===== src/rtl/gpu_pixbuf_pkg.sv =====
// Shared definitions for the pixel write buffer: FSM states, line geometry,
// primitive-end spike code and the 4x4 ordered-dither matrix.
package gpu_pixbuf_pkg;

    localparam int LINE_PIX = 16;
    localparam int ADR_W    = 15;

    localparam logic [1:0] END_PRIM = 2'b10;

    typedef enum logic [1:0] {
        ST_IDLE  = 2'd0,
        ST_ACCUM = 2'd1,
        ST_FLUSH = 2'd2
    } pixbuf_state_e;

    // Signed 4-bit entries, entry {Y[1:0],X[1:0]} at bits [idx*4 +: 4], 8-bit colour domain
    localparam logic [63:0] DITHER_MATRIX = 64'hE2F3_0C1D_F3E2_1D0C;

    function automatic logic signed [4:0] dither_offset(input logic [3:0] idx);
        logic [3:0] raw;
        raw = DITHER_MATRIX[idx*4 +: 4];
        return $signed({raw[3], raw});
    endfunction

    function automatic logic [7:0] clamp_c8(input logic [8:0] c);
        return c[8] ? 8'hFF : c[7:0];
    endfunction

endpackage


===== src/rtl/gpu_pixel_modulate.sv =====
// Combinational colour modulation and mask-bit rule for one pixel.
// Optional ordered dither is enabled with `define GPU_PIXBUF_DITHER_EN.
module gpu_pixel_modulate
    import gpu_pixbuf_pkg::*;
(
    input  logic        tex_disable,
    input  logic        force_mask,
    input  logic [1:0]  scr_x,
    input  logic [1:0]  scr_y,
    input  logic [15:0] texel,
    input  logic [8:0]  r,
    input  logic [8:0]  g,
    input  logic [8:0]  b,
    output logic [15:0] pixel
);

`ifdef GPU_PIXBUF_DITHER_EN
    // Textured products are brought to the 8-bit domain (>>4) so dither and the
    // 0..255 clamp apply identically to both paths before the final >>3.
    function automatic logic [4:0] mod_chan(input logic [4:0] t5, input logic [8:0] c,
                                            input logic tex, input logic signed [4:0] off);
        logic [7:0]         c8;
        logic [12:0]        prod;
        logic signed [10:0] v;
        c8   = clamp_c8(c);
        prod = {8'd0, t5} * {5'd0, c8};
        v    = tex ? $signed(11'(prod >> 4)) : $signed({3'b000, c8});
        v    = v + {{6{off[4]}}, off};
        if (v < 11'sd0)
            v = 11'sd0;
        else if (v > 11'sd255)
            v = 11'sd255;
        return v[7:3];
    endfunction

    logic signed [4:0] off;
    assign off = dither_offset({scr_y, scr_x});

    always_comb begin
        pixel[4:0]   = mod_chan(texel[4:0],   r, !tex_disable, off);
        pixel[9:5]   = mod_chan(texel[9:5],   g, !tex_disable, off);
        pixel[14:10] = mod_chan(texel[14:10], b, !tex_disable, off);
        pixel[15]    = (!tex_disable && texel[15]) || force_mask;
    end
`else
    function automatic logic [4:0] mod_chan(input logic [4:0] t5, input logic [8:0] c,
                                            input logic tex);
        logic [7:0]  c8;
        logic [12:0] prod;
        logic [12:0] q;
        c8   = clamp_c8(c);
        prod = {8'd0, t5} * {5'd0, c8};
        q    = prod >> 7;
        if (!tex)
            return c8[7:3];
        return (q > 13'd31) ? 5'd31 : 5'(q);
    endfunction

    logic unused_dither;
    assign unused_dither = ^{scr_x, scr_y};

    always_comb begin
        pixel[4:0]   = mod_chan(texel[4:0],   r, !tex_disable);
        pixel[9:5]   = mod_chan(texel[9:5],   g, !tex_disable);
        pixel[14:10] = mod_chan(texel[14:10], b, !tex_disable);
        pixel[15]    = (!tex_disable && texel[15]) || force_mask;
    end
`endif

endmodule


===== src/rtl/gpu_pixel_write_buffer.sv =====
// Packs modulated pixels into a 16-pixel VRAM line and issues masked line writes.
// Build option: GPU_PIXBUF_DITHER_EN (ordered dither inside gpu_pixel_modulate).
module gpu_pixel_write_buffer
    import gpu_pixbuf_pkg::*;
(
    input  logic                  clk,
    input  logic                  i_nrst,
    input  logic                  GPU_TEX_DISABLE,
    input  logic                  GPU_REG_ForcePixel15MaskSet,
    input  logic                  iValidPixel,
    input  logic [1:0]            iPixelStateSpike,
    input  logic [9:0]            iScrX,
    input  logic [8:0]            iScrY,
    input  logic [15:0]           iTexel,
    input  logic                  iTransparent,
    input  logic [8:0]            iR,
    input  logic [8:0]            iG,
    input  logic [8:0]            iB,
    output logic                  oPause,
    output logic                  oWriteRequ,
    output logic [ADR_W-1:0]      oWriteAdr,
    output logic [LINE_PIX*16-1:0] oWriteData,
    output logic [LINE_PIX-1:0]   oWriteMask,
    input  logic                  iWriteAck,
    output logic                  oBufferEmpty
);

    pixbuf_state_e          state_q, state_d;
    logic [ADR_W-1:0]       tag_q, tag_d;
    logic                   tag_valid_q, tag_valid_d;
    logic [LINE_PIX-1:0]    mask_q, mask_d;
    logic [LINE_PIX*16-1:0] data_q, data_d;

    logic [15:0]            pixel;
    logic [ADR_W-1:0]       pix_tag;
    logic [LINE_PIX-1:0]    slot_bit;
    logic                   tag_hit;
    logic                   opaque;
    logic                   end_prim;
    logic                   pause;

    gpu_pixel_modulate u_modulate (
        .tex_disable (GPU_TEX_DISABLE),
        .force_mask  (GPU_REG_ForcePixel15MaskSet),
        .scr_x       (iScrX[1:0]),
        .scr_y       (iScrY[1:0]),
        .texel       (iTexel),
        .r           (iR),
        .g           (iG),
        .b           (iB),
        .pixel       (pixel)
    );

    assign pix_tag  = {iScrY, iScrX[9:4]};
    assign slot_bit = LINE_PIX'(1) << iScrX[3:0];
    assign tag_hit  = tag_valid_q && (tag_q == pix_tag);
    assign opaque   = iValidPixel && !iTransparent;
    assign end_prim = iValidPixel && (iPixelStateSpike == END_PRIM);

    // A mismatching opaque pixel in ACCUM stalls in the same cycle; it is
    // re-presented by upstream and lands in the new line after the ack.
    always_comb begin
        state_d     = state_q;
        tag_d       = tag_q;
        tag_valid_d = tag_valid_q;
        mask_d      = mask_q;
        data_d      = data_q;
        pause       = 1'b0;
        case (state_q)
            ST_IDLE: begin
                if (opaque) begin
                    data_d[iScrX[3:0]*16 +: 16] = pixel;
                    tag_d       = pix_tag;
                    tag_valid_d = 1'b1;
                    mask_d      = slot_bit;
                    state_d     = end_prim ? ST_FLUSH : ST_ACCUM;
                end
            end
            ST_ACCUM: begin
                if (opaque && !tag_hit) begin
                    pause   = 1'b1;
                    state_d = ST_FLUSH;
                end else begin
                    if (opaque) begin
                        data_d[iScrX[3:0]*16 +: 16] = pixel;
                        mask_d = mask_q | slot_bit;
                    end
                    if ((mask_d == {LINE_PIX{1'b1}}) || end_prim)
                        state_d = ST_FLUSH;
                end
            end
            ST_FLUSH: begin
                pause = 1'b1;
                if (iWriteAck) begin
                    mask_d      = '0;
                    tag_valid_d = 1'b0;
                    state_d     = ST_IDLE;
                end
            end
            default: state_d = ST_IDLE;
        endcase
    end

    always_ff @(posedge clk or negedge i_nrst) begin
        if (!i_nrst) begin
            state_q     <= ST_IDLE;
            tag_q       <= '0;
            tag_valid_q <= 1'b0;
            mask_q      <= '0;
            data_q      <= '0;
        end else begin
            state_q     <= state_d;
            tag_q       <= tag_d;
            tag_valid_q <= tag_valid_d;
            mask_q      <= mask_d;
            data_q      <= data_d;
        end
    end

    assign oPause       = pause;
    assign oWriteRequ   = (state_q == ST_FLUSH);
    assign oWriteAdr    = tag_q;
    assign oWriteData   = data_q;
    assign oWriteMask   = mask_q;
    assign oBufferEmpty = (state_q == ST_IDLE);

endmodule


===== config.mk =====
export PLATFORM = sky130hd
export DESIGN_NAME = gpu_pixel_write_buffer
export DESIGN_NICKNAME = d
export VERILOG_FILES = /design/src/rtl/gpu_pixbuf_pkg.sv /design/src/rtl/gpu_pixel_modulate.sv /design/src/rtl/gpu_pixel_write_buffer.sv
export SDC_FILE = /design/constraint.sdc
export NUM_CORES = 1
export LEC_CHECK = 0
export CAP_MARGIN = 10
export CORE_MARGIN = 2
export CORE_UTILIZATION = 45
export CTS_CLUSTER_DIAMETER = 40
export DETAILED_ROUTE_END_ITERATION = 7
export DONT_BUFFER_PORTS = 1
export PLACE_DENSITY = 0.65
export SYNTH_ARGS = -nofsm -noshare
export SYNTH_HDL_FRONTEND = slang
export SYNTH_HIERARCHICAL = 1
export SYNTH_SLANG_ARGS = --single-unit

===== constraint.sdc =====
create_clock -name clk -period 3.2 [get_ports clk]
set_input_delay 0.16 -clock clk [delete_from_list [all_inputs] [get_ports clk]]
set_output_delay 0.16 -clock clk [all_outputs]
set_load 0.01 [all_outputs]

; After elaboration in Yosys (flattened, before gate mapping)
; Index checks and enable logic that the tools add are counted.
[totals]
ff_bits = 290
latch_bits = 0
ram_bits = 0
rom_bits = 0
input_bits = 71
output_inout_bits = 290
wordCells = 79
n_memories = 0
[op_classes]
add_sub_neg = 1
mul = 3
n_div = 0
magnitude_cmp = 3
eq_ne = 9
shift = 3
mux = 35
bitwise_logic = 1
n_reduce_logical = 19
[ops]
columns = op, n
row1 = 256-bit two-way mux, 2
row2 = 256-bit one-hot mux with 2 select lines, 1
row3 = 256-bit bitwise mux, 1
row4 = "16-bit by 34-bit variable shift with 256-bit output, first input constant", 1
row5 = 16-bit by 34-bit indexed part select with 256-bit output, 1
row6 = 16-bit two-way mux, 6
row7 = 16-bit one-hot mux with 3 select lines, 1
row8 = 5-bit two-way mux, 9
row9 = 5-bit by 8-bit multiplier with 13-bit output, 3
row10 = 8-bit negation with 34-bit output, 1
row11 = 8-bit two-way mux, 3
row12 = "6-bit by 5-bit greater-than comparator with 1-bit output, second input constant", 3
row13 = "16-bit == test, second input constant", 1
row14 = 16-bit bitwise OR, 1
row15 = "1-bit by 4-bit << shifter with 16-bit output, first input constant", 1
row16 = 15-bit == test, 1
row17 = 2-bit two-way mux, 5
row18 = 2-bit one-hot mux with 3 select lines, 1
row19 = 3-bit AND reduction, 2
row20 = 1-bit logical AND, 5
row21 = "2-bit == test, second input constant", 2
row22 = 1-bit two-way mux, 4
row23 = "2-bit by 1-bit != test with 1-bit output, second input constant", 2
row24 = 1-bit one-hot mux with 2 select lines, 2
row25 = other kinds (10), 15

; Longest topological paths before layout
[depth]
depth_word = 11
depth_mapped = 19
mapped_depth_nobuf = 17

; Cells and area by module
; The synthesis kept the hierarchy.
[by_module_without_submodules]
columns = module, instances, cells_per_inst, area_each_um2, seq_area_each_um2
row1 = gpu_pixel_write_buffer, 1, 954, 12584.6, 7257.0
row2 = gpu_pixel_modulate, 1, 424, 3573.4, 0.0

; Least setup slack after synthesis
; Ideal clock, no wire load.
[synth_timing]
kind = in2reg
startpoint = in iB[8]
endpoint = reg data_q[158] (netlist: oWriteData[158])
setup_ns = 0.125
arrival_ns = 4.332
required_ns = 3.075
slack_ns = -1.257
stages = 18
n_path_buf = 2
cell_sequence = clkbuf_1 > clkbuf_1 > nor2_1 > nor2b_1 > fa_1 > fa_1 > inv_1 > fa_1 > inv_1 > ha_1 > a211o_1 > a21oi_1 > o221ai_1 > a21oi_1 > xor2_1 > a22oi_1 > and3_1 > mux2_2
[synth_via]
elab_chain_len = 10
word_cells_on_any_way = 11
classes_between = mul: 1 / order compare: 1 / shift: 1 / mux: 8
[synth_rtl]
columns = item, line_no
row1 = "start, declared", gpu_pixel_write_buffer.sv:18  ; input logic [8:0] iB,
row2 = 8-bit two-way mux (*), gpu_pixbuf_pkg.sv:26  ; return c[8] ? 8'hFF : c[7:0];
row3 = 5-bit by 8-bit multiplier with 13-bit output, gpu_pixel_modulate.sv:52  ; prod = {8'd0, t5} * {5'd0, c8};
row4 = 6-bit by 5-bit greater-than comparator with 1-bit output, gpu_pixel_modulate.sv:56  ; return (q > 13'd31) ? 5'd31 : 5'(q);
row5 = 5-bit two-way mux, gpu_pixel_modulate.sv:56
row6 = 5-bit two-way mux (*), gpu_pixel_modulate.sv:56
row7 = net pixel[14], gpu_pixel_write_buffer.sv:34  ; logic [15:0] pixel;
row8 = 16-bit by 34-bit indexed part select with 256-bit output (*), "gpu_pixel_write_buffer.sv:72, gpu_pixel_write_buffer.sv:85"
row9 = 256-bit bitwise mux (*), "gpu_pixel_write_buffer.sv:72, gpu_pixel_write_buffer.sv:85"
row10 = 256-bit two-way mux (*), "gpu_pixel_write_buffer.sv:71, gpu_pixel_write_buffer.sv:84"
row11 = 256-bit two-way mux, gpu_pixel_write_buffer.sv:80  ; if (opaque && !tag_hit) begin
row12 = 256-bit one-hot mux with 2 select lines (*), gpu_pixel_write_buffer.sv:69  ; case (state_q)
row13 = "end signal, assigned", gpu_pixel_write_buffer.sv:116  ; data_q <= data_d;
row14 = "end, declared", gpu_pixel_write_buffer.sv:32  ; logic [LINE_PIX*16-1:0] data_q, data_d;
; Mark *: on every way through the listed nets, which the timed path passes. The rest lies on a longest branch. The select of a mux whose other input is x is not followed.
; A chain may end at the register's enable or synchronous reset.

; Worst setup path in the final report
[layout_timing]
startpoint = in iR[3]
endpoint = reg data_q[244] (netlist: oWriteData[244])
[layout_via]
elab_chain_len = 10
word_cells_on_any_way = 11
classes_between = mul: 1 / order compare: 1 / shift: 1 / mux: 8
[layout_rtl]
columns = item, line_no
row1 = "start, declared", gpu_pixel_write_buffer.sv:16  ; input logic [8:0] iR,
row2 = 8-bit two-way mux (*), gpu_pixbuf_pkg.sv:26
row3 = 5-bit by 8-bit multiplier with 13-bit output (*), gpu_pixel_modulate.sv:52
row4 = 6-bit by 5-bit greater-than comparator with 1-bit output, gpu_pixel_modulate.sv:56
row5 = 5-bit two-way mux (*) (2 in a row), gpu_pixel_modulate.sv:56
row6 = net pixel[4], gpu_pixel_write_buffer.sv:34
row7 = 16-bit by 34-bit indexed part select with 256-bit output (*), "gpu_pixel_write_buffer.sv:72, gpu_pixel_write_buffer.sv:85"
row8 = 256-bit bitwise mux (*), "gpu_pixel_write_buffer.sv:72, gpu_pixel_write_buffer.sv:85"
row9 = 256-bit two-way mux (*), "gpu_pixel_write_buffer.sv:71, gpu_pixel_write_buffer.sv:84"
row10 = 256-bit two-way mux, gpu_pixel_write_buffer.sv:80
row11 = 256-bit one-hot mux with 2 select lines (*), gpu_pixel_write_buffer.sv:69
; Marks and branches as above.

==> impl_metrics.ini <==
[outcome]
status = finished with violations
violations = negative hold slack, negative setup slack

[finish]
utilization_pct = 59.1
fill_cells = 2847
drive_gt1_share_pct = 40.5
seq_area_um2 = 7260
diodes = 0
area_delta_synth_final_pct = 29.8
num-nets-final = 1716
multi_input_comb_area_um2 = 9500
stdcell_count = 2022

[clocking]
cts_sinks = 290
clk_latency_ns = 0.56
htreeDepth = 2
cts_buffers = 43
clk_pin_slew_ns = 0.06
clk_path_buf_depth = 3
cts_tree = done
root_buffer = clkbuf_16

[place]
gp_congestion = 0.880
hpwl_mm = 33.3
dp_cells = 1883
io_buffer_count = 0

[yosys]
synth_edf_count = 0
yosysTopAreaCellShare_pct = 44.9
yosys.area.top_type = dfrtp_1
syn_avg_cell_area_um2 = 11.7
ys_types = 80
yosysMostFrequentCell = dfrtp_1
synth-seq-area-share_pct = 44.9
yosysWarnings = 6
ys_ff_latch = 290
synth_area_leaders = dfrtp_1 45%, mux2_2 15%, fa_1 6.3%
synth-main-ff-cell = dfrtp_1
synth_area_um2 = 16200
synth_common_cells = 290 x dfrtp_1, 209 x mux2_2, 116 x inv_1, 71 x nand2_1, 68 x ha_1
synthArstFlopShare_pct = 100
synthCells = 1378
synth_nets = 1568

[critical_path]
cp_top_family = adder cells
path_common_cell = fa_1
r2r_end = oWriteData[128]
path_cells = nor2_4 > nor2b_1 > fa_1 > fa_1 > inv_1 > fa_1 > inv_2 > ha_4 > a211oi_2 > o31a_1 > o31ai_2 > o31a_1 > xor2_1 > o22a_1 > buf_12 > buf_12 > and2_4 > mux2_2
crit_fanout = 6
crit_arrival_ns = 4.01
r2r_start = oWriteAdr[0]
worst-r2r-setup-slack_ns = 0.18
reg2regPathDepth = 7
slowest_stage = fa_1
cp-start-kind = input pin
worst-path-buf-inv = 4
path_class = input pin to register
slowest_delay_ns = 0.52
end_kind = register
cp.required_ns = 3.64

[timing]
relSlewSlack_pct = 26.9
worst_slack_ns = -0.378
skew_ns = 0.0238
period_share_pct = 112
rsz0062_at_grt = true
tns_ns = -50.91
setup_violations = 239
worst_hold_slack_ns = -0.706
final_hold_viol_count = 290
timing.fmax_mhz = 280
slew_viol_final = 0
fin_crit_ns = 3.58
tightest_slew_ns = 1.10

[route]
drtIter0Drc = 443
drcViolationCount = 0
first_pass_iters = 4
routedWlPerCell_um = 24.2
final_antenna_net_count = 0
routed_wl_mm = 48.8
vias_per_cell = 5.63
num_vias = 11400

[global_routing]
grt.overflow.total = 0
grt_pass1_wl_mm = 75.3
grt_usage_pct = 25.9
antenna_found_initial = 0
grt_max_degree = 291
grt_pass1_vias = 12300

[power_and_ir_drop]
power_density_nw_per_um2 = 811
p_leak_nw = 10.4
peakVddDrop_mv = 0.580

[floorplanning]
core_area_um2 = 35500
fp-row-count = 69
die_x_um = 193
die-area_um2 = 37400
die_h_um = 193
ios = 361
initial_core_util_pct = 45.5

[run]
cap_violations = 0

[min_path]
hold_path_class = input pin to asynchronous set/reset pin
[timing repair]
action | CTS | global route
hold buffers | 24 | 1
setup buffers | 20 | 15
resized for setup | 197 | 53
cloned | 0 | 0
endpoints found under the setup margin | 240 | 240
endpoints found under the hold margin | 455 | 402
pin swaps | 53 | 35
[per-stage QoR]
stage	hold slack [ns]	power, mW	setup WS [ns]	instance area (um^2)
after floorplan	-0.136	8.64	-0.863	16800
after global placement	-0.130	10.6	-1.03	17900
after detailed placement	-0.132	10.7	-1.11	17900
after CTS	-0.737	16.7	-0.316	20600
after global routing	-0.729	17.9	-0.523	21000
final	-0.706	17.0	-0.378	21000
[registers in the layout, indices dropped and copies added (netlist names)]
name	flops
oWriteAdr	15
oWriteData	256
oWriteMask	16
state_q	2
tag_valid_q	1
[kinds of logic (layout without fill, tap and decap cells)]
family	after synthesis	in the layout	synth area share [%]
AO/OA/AOI/OAI	196	196	8.56
XOR/XNOR	30	30	1.63
adder cells (fa/ha/maj)	119	119	11.6
buffers and inverters	177	360	4.69
flip-flops	290	290	44.9
multiplexers	261	261	17.8
AND/OR/NAND/NOR	305	305	10.8
[cell type report]
class	instances	share of cell area, %
inverters	116	2.08
well taps	461	2.75
clock buffers	49	5.53
multi-input cells	911	45.3
clock inverters	31	2.12
flip-flops and latches	290	34.6
repair buffers	164	7.66
[layout by cell type (no fill, tap or decap), types with 23 or more instances in the layout]
cell type	Yosys	final
and2_4	0	29
and3_4	0	29
buf_4	8	93
buf_6	6	31
clkbuf_16	0	44
dfrtp_1	290	290
dlygate4sd3_1	0	24
fa_1	51	50
ha_1	68	56
inv_1	116	106
mux2_2	209	53
mux2_4	0	157
mux2i_1	50	49
nand2_1	71	41
nand2_2	1	27
nand4_1	27	27
nor2b_1	56	49
o21a_1	24	23
o21ai_0	51	39
[power by group]
group / switching, mW / leakage [nW] / internal, mW
sequential: 1.19 / 3.76 / 4.48
combinational: 2.78 / 5.90 / 3.35
clock: 1.89 / 0.778 / 3.32
[worst max path at each step]
| stage | slack [ns] | startpoint | to | cells after the start |
|---|---|---|---|---|
| after global routing | -0.52 | iR[4] | oWriteData[84] | 18 |
| after CTS | -0.32 | iR[2] | oWriteData[83] | 18 |
| after floorplan | -0.86 | iR[8] | oWriteData[83] | 18 |
| after detailed placement | -1.11 | iR[8] | oWriteData[114] | 17 |
| final | -0.38 | iR[3] | oWriteData[244] | 18 |
| after global placement | -1.03 | iR[8] | oWriteData[178] | 17 |
[routing by layer]
| layer | global-route usage [%] | up-vias | wire length [um] |
|---|---|---|---|
| met5 | 0 | - | 0 |
| met1 | 31.8 | 5852 | 19800 |
| met2 | 43.0 | 360 | 23400 |
| li1 | - | 5093 | - |
| met4 | 9.61 | 0 | 1710 |
| met3 | 8.05 | 85 | 4010 |
Note: power is estimated with default switching activity, not from simulation.
